$ cat src/rtl/stream_run_source_pkg.sv
// ---------------------------------------------------------------------------
// source_config: shared definitions for the stream_run_source slice.
//
// Contents:
//   - default network geometry (NET_NUM_INP, NET_CHARGE_WIDTH)
//   - flag enum: bit positions of the opcode flags counted from the packet MSB
//   - state enum for the sequencing FSM
//   - helper functions that derive the packet width and field offsets from
//     the block parameters
//
// Packet layout, MSB first: CLR flag, DEC flag, run count, channel 0 charge,
// channel 1 charge, ..., last channel charge at the LSBs.
// ---------------------------------------------------------------------------
package source_config;

  localparam int NET_NUM_INP      = 2;
  localparam int NET_CHARGE_WIDTH = 8;

  // Flags are indexed from the MSB downwards.
  typedef enum int {
    FLAG_CLR = 0,
    FLAG_DEC = 1
  } flag_e;

  localparam int OPC_WIDTH = 2;

  typedef enum logic [2:0] {
    S_IDLE  = 3'd0,
    S_CLR   = 3'd1,
    S_DEC   = 3'd2,
    S_APPLY = 3'd3,
    S_RUN   = 3'd4
  } state_e;

  function automatic int pkt_width(input int num_inp, input int charge_width,
                                   input int run_width);
    return OPC_WIDTH + run_width + num_inp * charge_width;
  endfunction

  function automatic int flag_bit(input int pkt_w, input flag_e f);
    return pkt_w - 1 - int'(f);
  endfunction

  // Run count sits directly above the charge block.
  function automatic int run_lsb(input int num_inp, input int charge_width);
    return num_inp * charge_width;
  endfunction

  // Channel 0 is the most significant charge; the last channel is at bit 0.
  function automatic int chan_lsb(input int num_inp, input int charge_width,
                                  input int idx);
    return (num_inp - 1 - idx) * charge_width;
  endfunction

endpackage

$ cat src/rtl/stream_run_source_if.sv
// ---------------------------------------------------------------------------
// stream_run_source_if: host-side and network-side signals of the run source.
//
// Signals:
//   src_valid / src_ready / src   host packet handshake
//   out_ready                     one-cycle decision-capture pulse to the sink
//   net_ready                     network accepts the current cycle / clear
//   net_valid / net_clr           network cycle valid / clear request
//   net_inp[i]                    per-channel signed charge (channel i)
//
// Modports:
//   master - the run source itself
//   slave  - the environment (host + network)
// ---------------------------------------------------------------------------
interface stream_run_source_if
  import source_config::*;
#(
  parameter int NUM_INP      = NET_NUM_INP,
  parameter int CHARGE_WIDTH = NET_CHARGE_WIDTH,
  parameter int RUN_WIDTH    = 8
);
  localparam int PKT_WIDTH = pkt_width(NUM_INP, CHARGE_WIDTH, RUN_WIDTH);

  logic                                   src_valid;
  logic                                   src_ready;
  logic [PKT_WIDTH-1:0]                   src;
  logic                                   out_ready;
  logic                                   net_ready;
  logic                                   net_valid;
  logic                                   net_clr;
  logic [NUM_INP-1:0][CHARGE_WIDTH-1:0]   net_inp;

  modport master (
    input  src_valid, src, net_ready,
    output src_ready, out_ready, net_valid, net_clr, net_inp
  );

  modport slave (
    output src_valid, src, net_ready,
    input  src_ready, out_ready, net_valid, net_clr, net_inp
  );

endinterface

$ cat src/rtl/stream_run_source_ctr.sv
// ---------------------------------------------------------------------------
// stream_run_ctr: loadable down-counter for the idle run phase.
//
// Ports:
//   clk, arstn      clock, asynchronous active-low reset
//   load_i          load load_val_i (takes priority over dec_i)
//   load_val_i      value to load
//   dec_i           decrement by one; saturates at zero so it can never wrap
//   is_one_o        counter currently holds 1 (final run beat)
// ---------------------------------------------------------------------------
module stream_run_ctr #(
  parameter int RUN_WIDTH = 8
) (
  input  logic                 clk,
  input  logic                 arstn,
  input  logic                 load_i,
  input  logic [RUN_WIDTH-1:0] load_val_i,
  input  logic                 dec_i,
  output logic                 is_one_o
);

  logic [RUN_WIDTH-1:0] cnt_q, cnt_d;

  always_comb begin
    cnt_d = cnt_q;
    if (load_i) begin
      cnt_d = load_val_i;
    end else if (dec_i && (cnt_q != '0)) begin
      cnt_d = cnt_q - RUN_WIDTH'(1);
    end
  end

  always_ff @(posedge clk or negedge arstn) begin
    if (!arstn) begin
      cnt_q <= '0;
    end else begin
      cnt_q <= cnt_d;
    end
  end

  assign is_one_o = (cnt_q == RUN_WIDTH'(1));

endmodule

$ cat src/rtl/stream_run_source.sv
// ---------------------------------------------------------------------------
// stream_run_source: turns one host packet into a network sequence
//   [clear] -> [decision request] -> one charge-apply cycle -> R idle cycles.
//
// Ports:
//   clk    clock
//   arstn  asynchronous active-low reset
//   bus    stream_run_source_if.master (host handshake + network outputs)
//
// The packet is held in a register, so the host is only asked for a new
// packet in IDLE or on the final network beat of the current one. That final
// beat depends on net_ready, which makes src_ready the only combinational
// output; everything else decodes from registered state.
// ---------------------------------------------------------------------------
module stream_run_source
  import source_config::*;
#(
  parameter int NUM_INP      = NET_NUM_INP,
  parameter int CHARGE_WIDTH = NET_CHARGE_WIDTH,
  parameter int RUN_WIDTH    = 8
) (
  input logic                 clk,
  input logic                 arstn,
  stream_run_source_if.master bus
);

  localparam int PKT_WIDTH = pkt_width(NUM_INP, CHARGE_WIDTH, RUN_WIDTH);
  localparam int CLR_BIT   = flag_bit(PKT_WIDTH, FLAG_CLR);
  localparam int DEC_BIT   = flag_bit(PKT_WIDTH, FLAG_DEC);
  localparam int RUN_LSB   = run_lsb(NUM_INP, CHARGE_WIDTH);
  // The clear flag only steers the entry state, so it is not held.
  localparam int HELD_WIDTH = PKT_WIDTH - 1;

  localparam logic [2:0] ST_IDLE  = S_IDLE;
  localparam logic [2:0] ST_CLR   = S_CLR;
  localparam logic [2:0] ST_DEC   = S_DEC;
  localparam logic [2:0] ST_APPLY = S_APPLY;
  localparam logic [2:0] ST_RUN   = S_RUN;

  logic [2:0]            state_q, state_d;
  logic [HELD_WIDTH-1:0] pkt_q, pkt_d;
  logic [RUN_WIDTH-1:0]  run_len;
  logic                  cnt_is_one;
  logic                  last_beat;
  logic                  src_ready;
  logic                  accept;
  logic                  ctr_load;
  logic                  ctr_dec;

  assign run_len = pkt_q[RUN_LSB +: RUN_WIDTH];

  assign last_beat = bus.net_ready &
                     (((state_q == ST_APPLY) & (run_len == '0)) |
                      ((state_q == ST_RUN) & cnt_is_one));
  assign src_ready     = (state_q == ST_IDLE) | last_beat;
  assign accept        = bus.src_valid & src_ready;
  assign bus.src_ready = src_ready;

  always_comb begin
    state_d = state_q;
    pkt_d   = pkt_q;
    case (state_q)
      ST_CLR:   if (bus.net_ready) state_d = pkt_q[DEC_BIT] ? ST_DEC : ST_APPLY;
      ST_DEC:   state_d = ST_APPLY;
      ST_APPLY: if (bus.net_ready) state_d = (run_len == '0) ? ST_IDLE : ST_RUN;
      ST_RUN:   if (bus.net_ready && cnt_is_one) state_d = ST_IDLE;
      default:  state_d = ST_IDLE;
    endcase
    // Accept overrides the return to IDLE so back-to-back packets have no bubble.
    if (accept) begin
      pkt_d   = bus.src[HELD_WIDTH-1:0];
      state_d = bus.src[CLR_BIT] ? ST_CLR :
                (bus.src[DEC_BIT] ? ST_DEC : ST_APPLY);
    end
  end

  always_ff @(posedge clk or negedge arstn) begin
    if (!arstn) begin
      state_q <= ST_IDLE;
      pkt_q   <= '0;
    end else begin
      state_q <= state_d;
      pkt_q   <= pkt_d;
    end
  end

  // The run counter is loaded on the charge-apply beat and counts the
  // remaining idle beats, so the final one is seen when it reads 1.
  assign ctr_load = (state_q == ST_APPLY) & bus.net_ready & (run_len != '0);
  assign ctr_dec  = (state_q == ST_RUN) & bus.net_ready;

  stream_run_ctr #(
    .RUN_WIDTH (RUN_WIDTH)
  ) u_ctr (
    .clk        (clk),
    .arstn      (arstn),
    .load_i     (ctr_load),
    .load_val_i (run_len),
    .dec_i      (ctr_dec),
    .is_one_o   (cnt_is_one)
  );

  assign bus.net_clr   = (state_q == ST_CLR);
  assign bus.out_ready = (state_q == ST_DEC);
  assign bus.net_valid = (state_q == ST_APPLY) | (state_q == ST_RUN);

  // Charges are driven only on the apply beat; run beats carry zero charge.
  for (genvar gi = 0; gi < NUM_INP; gi++) begin : g_chan
    localparam int LSB = chan_lsb(NUM_INP, CHARGE_WIDTH, gi);
    assign bus.net_inp[gi] = (state_q == ST_APPLY) ?
                             pkt_q[LSB +: CHARGE_WIDTH] : '0;
  end

endmodule

$ cat src/flat_wrapper.sv
// flat-port wrapper written by rule: the top's interface ports become plain ports
module stream_run_source_flat import source_config::*;
#(
  parameter int NUM_INP      = NET_NUM_INP,
  parameter int CHARGE_WIDTH = NET_CHARGE_WIDTH,
  parameter int RUN_WIDTH    = 8
)
  (clk, arstn, bus_src_valid, bus_src, bus_net_ready, bus_src_ready, bus_out_ready, bus_net_valid, bus_net_clr, bus_net_inp);
  stream_run_source_if #(.NUM_INP(NUM_INP), .CHARGE_WIDTH(CHARGE_WIDTH), .RUN_WIDTH(RUN_WIDTH)) bus_i ();
  input logic clk;
  input logic arstn;
  input wire logic [$bits(bus_i.src_valid)-1:0] bus_src_valid;
  input wire logic [$bits(bus_i.src)-1:0] bus_src;
  input wire logic [$bits(bus_i.net_ready)-1:0] bus_net_ready;
  output wire logic [$bits(bus_i.src_ready)-1:0] bus_src_ready;
  output wire logic [$bits(bus_i.out_ready)-1:0] bus_out_ready;
  output wire logic [$bits(bus_i.net_valid)-1:0] bus_net_valid;
  output wire logic [$bits(bus_i.net_clr)-1:0] bus_net_clr;
  output wire logic [$bits(bus_i.net_inp)-1:0] bus_net_inp;
  assign bus_i.src_valid = bus_src_valid;
  assign bus_i.src = bus_src;
  assign bus_i.net_ready = bus_net_ready;
  assign bus_src_ready = bus_i.src_ready;
  assign bus_out_ready = bus_i.out_ready;
  assign bus_net_valid = bus_i.net_valid;
  assign bus_net_clr = bus_i.net_clr;
  assign bus_net_inp = bus_i.net_inp;
  stream_run_source #(.NUM_INP(NUM_INP), .CHARGE_WIDTH(CHARGE_WIDTH), .RUN_WIDTH(RUN_WIDTH)) u_core (.clk(clk), .arstn(arstn), .bus(bus_i));
endmodule
$ cat config.mk
export PLATFORM = sky130hd
export DESIGN_NAME = stream_run_source_flat
export DESIGN_NICKNAME = d
export VERILOG_FILES = /design/src/rtl/stream_run_source_pkg.sv /design/src/rtl/stream_run_source_if.sv /design/src/rtl/stream_run_source_ctr.sv /design/src/rtl/stream_run_source.sv /design/src/flat_wrapper.sv
export SDC_FILE = /design/constraint.sdc
export NUM_CORES = 1
export LEC_CHECK = 0
export BUFFER_PORTS_ARGS = -buffer_cell sky130_fd_sc_hd__buf_4
export CAP_MARGIN = 10
export CORE_ASPECT_RATIO = 0.9
export CORE_MARGIN = 3
export CORE_UTILIZATION = 57
export DETAILED_ROUTE_END_ITERATION = 16
export PLACE_DENSITY = 0.85
export REMOVE_ABC_BUFFERS = 1
export SYNTH_ARGS = -nofsm -noshare
export SYNTH_HDL_FRONTEND = slang
export SYNTH_SLANG_ARGS = --single-unit
$ cat constraint.sdc
create_clock -name clk -period 4.6 [get_ports clk]
set_input_delay 0.46 -clock clk [delete_from_list [all_inputs] [get_ports clk]]
set_output_delay 0.46 -clock clk [all_outputs]
set_load 0.005 [all_outputs]
After elaboration in Yosys (flattened, before gate mapping)
Index checks and enable logic that the tools add are counted.
{ "totals": {"reg_bits": 36, "inputBits": 30, "out_inout_bits": 20, "wordCells": 43} }
{ "op_classes": {"n_addsub": 1, "n_eq_ne": 8, "n_mux": 13, "n_bitwise": 10, "n_reduce_logical": 8} }
{ "ops": {"columns": ["cell", "count"], "rows": [
  ["8-bit two-way mux", 4],
  ["3-bit two-way mux", 6],
  ["8-bit nonzero test", 2],
  ["3-bit one-hot mux with 4 select lines", 1],
  ["8-bit by 1-bit == test with 1-bit output (second input constant)", 1],
  ["8-bit logical NOT", 1],
  ["8-bit by 1-bit subtractor with 8-bit output (second input constant)", 1],
  ["1-bit AND", 7],
  ["3-bit by 2-bit == test with 1-bit output (second input constant)", 2],
  ["3-bit by 2-bit inequality test with 1-bit output (second input constant)", 2],
  ["3-bit by 1-bit == test with 1-bit output (second input constant)", 1],
  ["3-bit == test (second input constant)", 1],
  ["3-bit logical NOT", 1],
  ["3-bit by 1-bit inequality test with 1-bit output (second input constant)", 1],
  ["1-bit OR", 3],
  ["3-bit AND reduction", 1],
  ["1-bit logical AND", 2],
  ["1-bit two-way mux", 2],
  ["2-bit nonzero test", 1]
]} }

Logic depth before layout (Yosys ltp)
{ "logic_depth": {"depth_word": 8, "ltp_mapped": 8, "ltp_nobuf": 6} }

By module
Synthesis repeated with hierarchy kept, for this count alone.
{ "hier_totals": {"hier_cells": 162, "hier_area_um2": 1951.9} }
{ "modules_own_cells": {"columns": ["mod", "n_inst", "cells_each", "area_each_um2", "seq_area_each_um2"], "rows": [
  ["stream_run_source", 1, 98, 1377.6, 700.7],
  ["stream_run_ctr", 1, 64, 574.3, 200.2]
]} }

Least setup slack after synthesis
No wires, ideal clock.
{ "synth_path": {"kind": "register to register", "from": "register u_core.u_ctr.cnt_q[2]", "to": "register u_core.pkt_q[10]", "setup_time_ns": 0.125, "arrival_ns": 2.032, "required_time_ns": 4.475, "setup_slack_ns": 2.443, "stages_incl_launch_ff": 7, "synth_period_minus_slack_ns": 2.157, "path_cell_list": "dfrtp_1 > or4_4 > o41ai_4 > a32o_2 > buf_6 > buf_12 > mux2_4"} }
{ "synth_via": {"elab_chain_cells": 6} }
{ "synth_lines": {"columns": ["element", "line_no", "text"], "rows": [
  ["from (decl)", "stream_run_source_ctr.sv:22", "logic [RUN_WIDTH-1:0] cnt_q, cnt_d;"],
  ["from (signal assigned)", "stream_run_source_ctr.sv:37", "cnt_q <= cnt_d;"],
  ["8-bit by 1-bit == test with 1-bit output", "stream_run_source_ctr.sv:41", "assign is_one_o = (cnt_q == RUN_WIDTH'(1));"],
  ["1-bit AND", "stream_run_source.sv:54", "((state_q == ST_RUN) & cnt_is_one));"],
  ["1-bit OR", "stream_run_source.sv:53", "(((state_q == ST_APPLY) & (run_len == '0)) |"],
  ["1-bit AND", "stream_run_source.sv:52", "assign last_beat = bus.net_ready &"],
  ["1-bit OR", "stream_run_source.sv:55", "assign src_ready = (state_q == ST_IDLE) | last_beat;"],
  ["1-bit AND", "stream_run_source.sv:56", "assign accept = bus.src_valid & src_ready;"],
  ["to (signal assigned)", "stream_run_source.sv:83", "pkt_q <= pkt_d;"],
  ["to (decl)", "stream_run_source.sv:41", "logic [HELD_WIDTH-1:0] pkt_q, pkt_d;"]
]} }
No other way between the ends.
A chain may end at the register's enable or synchronous reset.

Worst setup path in the final report
{ "layout_path": {"from": "register u_core.u_ctr.cnt_q[2]", "to": "register u_core.pkt_q[2]"} }
Same word-level chain as after synthesis.

==> key figures <==
Synth
  – Synth Instances: around 170
  – Synth area leader: dfrtp_1
  – Synth top area cells: dfrtp_1 46%, mux2_4 14%, and2_1 5.4%, mux2_2 4.0%, buf_12 2.0%
  – Top-area cell type share of the netlist area: 0.458
  – Synth warnings: 0
  – Cell area after synthesis: roughly 2000 µm²
  – Synth cell types: 44
  – Mean area per synthesized cell: between 10 and 15 µm²
  – Seq cells post-synth: 36
  – Sequential area share after synthesis: 0.458

Clock tree
  – Worst-skew pair later-pin latency: between 0.2 and 0.3 ns
  – Hold_buf cts: 0
  – Clock root buffer master: clkbuf_8
  – Setup repair bufs after CTS: 0
  – Clk slew on worst S/H paths: roughly 0.070 ns
  – Post_cts resized: 0
  – CTS tree: built
  – Clock sinks: 36
  – Total CTS buffers: 5
  – H-tree lvl count: 2
  – Clk buf depth: 2

Die
  – Starting density of the core: 0.617
  – Row cnt: 19
  – I/O pins: 50
  – Die Y: 61.7 µm
  – Core area: between 3000 and 4000 µm²
  – Die X: 67.9 µm
  – Die footprint: between 4000 and 5000 µm²

STA
  – Final setup vio count: 0
  – TNS Setup: 0 ns
  – Max Clock Skew: 0.00171 ns
  – Fmax: ~0.37 GHz
  – Final Hold Fails: 0
  – Max-slew violation count: 0
  – Unrepaired setup endpoints after global routing: false
  – Fin crit share: 0.596
  – Tmin final: about 2.7 ns
  – Worst slew pin tran: 1.19 ns
  – Worst slew margin: 0.195

Critical path
  – WP buf/inv: 0
  – Critical-path cell list: or4_4 > o41ai_4 > a32o_2 > mux2_2
  – FF-to-FF Start: u_core.u_ctr.cnt_q[2]$_DFFE_PN0P_
  – Critical Path AT: ~2.9 ns
  – Critical Path Fanout Max: 27
  – R2R setup slack: ~1.9 ns
  – Critical R2R Capture: u_core.pkt_q[2]$_DFFE_PN0N_
  – Family with the most delay on the worst path: compound AO/OA/AOI/OAI gates
  – Startpoint class of the critical path: flop
  – Crit path kind: flop to flop
  – Worst path slowest cell: a32o_2
  – Crit end category: flop
  – Req. time, crit path: 4.77 ns
  – R2R depth: 4
  – Max stage delay on crit path: between 0.7 and 0.8 ns

Global routing
  – M1 GR Usage: 0.298
  – First-pass GRT wire length: 7960 µm
  – Grt met3 use: 0.0683
  – GRT Total Usage: 0.268
  – Grt ovf: 0
  – Global route hottest layer: met2
  – GR met2 Demand/Resource: 0.478
  – Initial antenna violation count: 0
  – Largest net degree at the start of global routing: 37
  – Vias in the first global route: 1602

Drt
  – DRT Pass-1 Iters: 4
  – DR vias: 1527
  – Vias/cell: just under 6
  – Initial DRC Count: between 100 and 150
  – ANT nets after route: 0
  – WL final: 4930 µm
  – Drc violations: 0
  – Wire per inst: 19.1 µm

Job
  – Max-Cap Viols: 0

Placed design
  – Detailed Place HPWL: approximately 3400 µm
  – Buffers on Ports: 49
  – Placer Congestion: 0.914
  – Placed Cells: 251
  – Placed Area: approximately 2300 µm²

Final layout
  – Non-filler cells, final: ~260
  – Area Growth Syn to Fin: 23.3%
  – # nets final: about 250
  – Ratio of cells with drive above 1 in the final layout: 0.410
  – N_diodes: 0
  – Final instance area: ~2400 µm²

Power and ir drop
  – Leakage: 1.16 nW
  – Overall Power: ~1.6 mW
  – Worst vdd ir: about 0.40 mV
  – Pwr/cell area: 658 nW/µm²

Run status
  – Status: finished clean

Hold path
  – Hold Crit Class: primary input to async pin
## area by class of cell
cell class / count / area [µm²]
clock buffer: 5 / 68.8
sequential: 36 / 901
multi-input combinational: 116 / 962
inverter: 8 / 30.0
clock inverter: 3 / 42.5
timing repair buffer: 49 / 368
fill: 220 / 761
tap: 42 / 52.6
## synth_stat cells (all sizes together)
master   count
ha           3
o31a         1
inv          8
nor4         3
o22ai        1
xor2         1
clkbuf       2
a221o        1
and4b        1
a21o         1
or2          1
a22oi        1
a2bb2oi      1
a31oi        1
dfrtp       36
a22o         1
mux2i        1
o2bb2ai      2
nor2        10
nand2        9
o21ai        6
o41ai        1
o2111ai      1
a32o         1
mux2        25
nand2b       3
a21oi        2
a21boi       1
o21bai       1
o211ai       2
nand3        6
buf          6
a211o        1
or3b         1
o311ai       1
or4          3
xnor2        2
nand4        2
and4bb       1
and2        17
## power by group
| part | leakage (nW) | switching, mW | internal [mW] |
|---|---|---|---|
| Combinational | 0.672 | 0.294 | 0.392 |
| Sequential | 0.430 | 0.157 | 0.476 |
| Clock | 0.0541 | 0.117 | 0.160 |
## sequential cells by signal (all words and copies together) (netlist names)
| name | count |
|---|---|
| u_core.u_ctr.cnt_q | 8 |
| u_core.pkt_q | 25 |
| u_core.state_q | 3 |
## worst register-to-register path, cell delays in order (launching register included)
cell,delay [ns]
dfrtp_1,0.46
or4_4,0.62
o41ai_4,0.33
a32o_2,0.79
mux2_2,0.43
## cells by family after synthesis
group,after synthesis,synth area share
DFF,36,0.458
adders and majority gates,3,0.0191
buffers and inverters,16,0.0528
xor gates and xnor gates,3,0.0134
and+or+nand+nor,57,0.163
AOI/OAI and AO/OA,27,0.111
muxes,26,0.183
## metrics by stage
stage	hold slack [ns]	util	setup slack, ns
after global routing	0.154	0.761	1.82
after detailed placement	0.443	0.726	1.82
final	0.120	0.761	1.86
after CTS	0.129	0.761	1.76
after floorplan	0.164	-	2.13
after global placement	0.431	0.726	1.99
## cells in the final DEF (no fill, tap or decap), drive strengths merged, types with 2 or more instances in the layout
| master | count |
|---|---|
| nand4 | 2 |
| ha | 3 |
| nor4 | 3 |
| dfrtp | 36 |
| xnor2 | 2 |
| clkbuf | 5 |
| inv | 8 |
| and2 | 17 |
| buf | 49 |
| or4 | 3 |
| mux2 | 25 |
| nand2 | 9 |
| a21oi | 2 |
| o211ai | 2 |
| nand3 | 6 |
| nand2b | 3 |
| o21ai | 6 |
| nor2 | 10 |
| o2bb2ai | 2 |
## layer usage
| layer | vias up | share of wire | routed length (µm) |
|---|---|---|---|
| met1 | 729 | 0.38 | 1880 |
| met3 | 20 | 0.067 | 331 |
| met5 | - | 0 | 0 |
| met2 | 82 | 0.51 | 2540 |
| met4 | 0 | 0.037 | 184 |
| li1 | 696 | - | - |
## worst max path at each step
stage | start | to | slack (ns) | cells after the start
2_1_floorplan | u_core.u_ctr.cnt_q[2]$_DFFE_PN0P_ | u_core.pkt_q[0]$_DFFE_PN0N_ | 2.13 | 4
3_3_place_gp | u_core.u_ctr.cnt_q[2]$_DFFE_PN0P_ | u_core.pkt_q[3]$_DFFE_PN0N_ | 1.99 | 4
3_5_place_dp | u_core.u_ctr.cnt_q[0]$_DFFE_PN0P_ | u_core.u_ctr.cnt_q[7]$_DFFE_PN0P_ | 1.82 | 6
4_1_cts | u_core.u_ctr.cnt_q[0]$_DFFE_PN0P_ | u_core.u_ctr.cnt_q[3]$_DFFE_PN0P_ | 1.76 | 6
5_1_grt | u_core.u_ctr.cnt_q[2]$_DFFE_PN0P_ | u_core.pkt_q[2]$_DFFE_PN0N_ | 1.82 | 4
6_report | u_core.u_ctr.cnt_q[2]$_DFFE_PN0P_ | u_core.pkt_q[2]$_DFFE_PN0N_ | 1.86 | 4
Power figures use the tool's default switching activity.
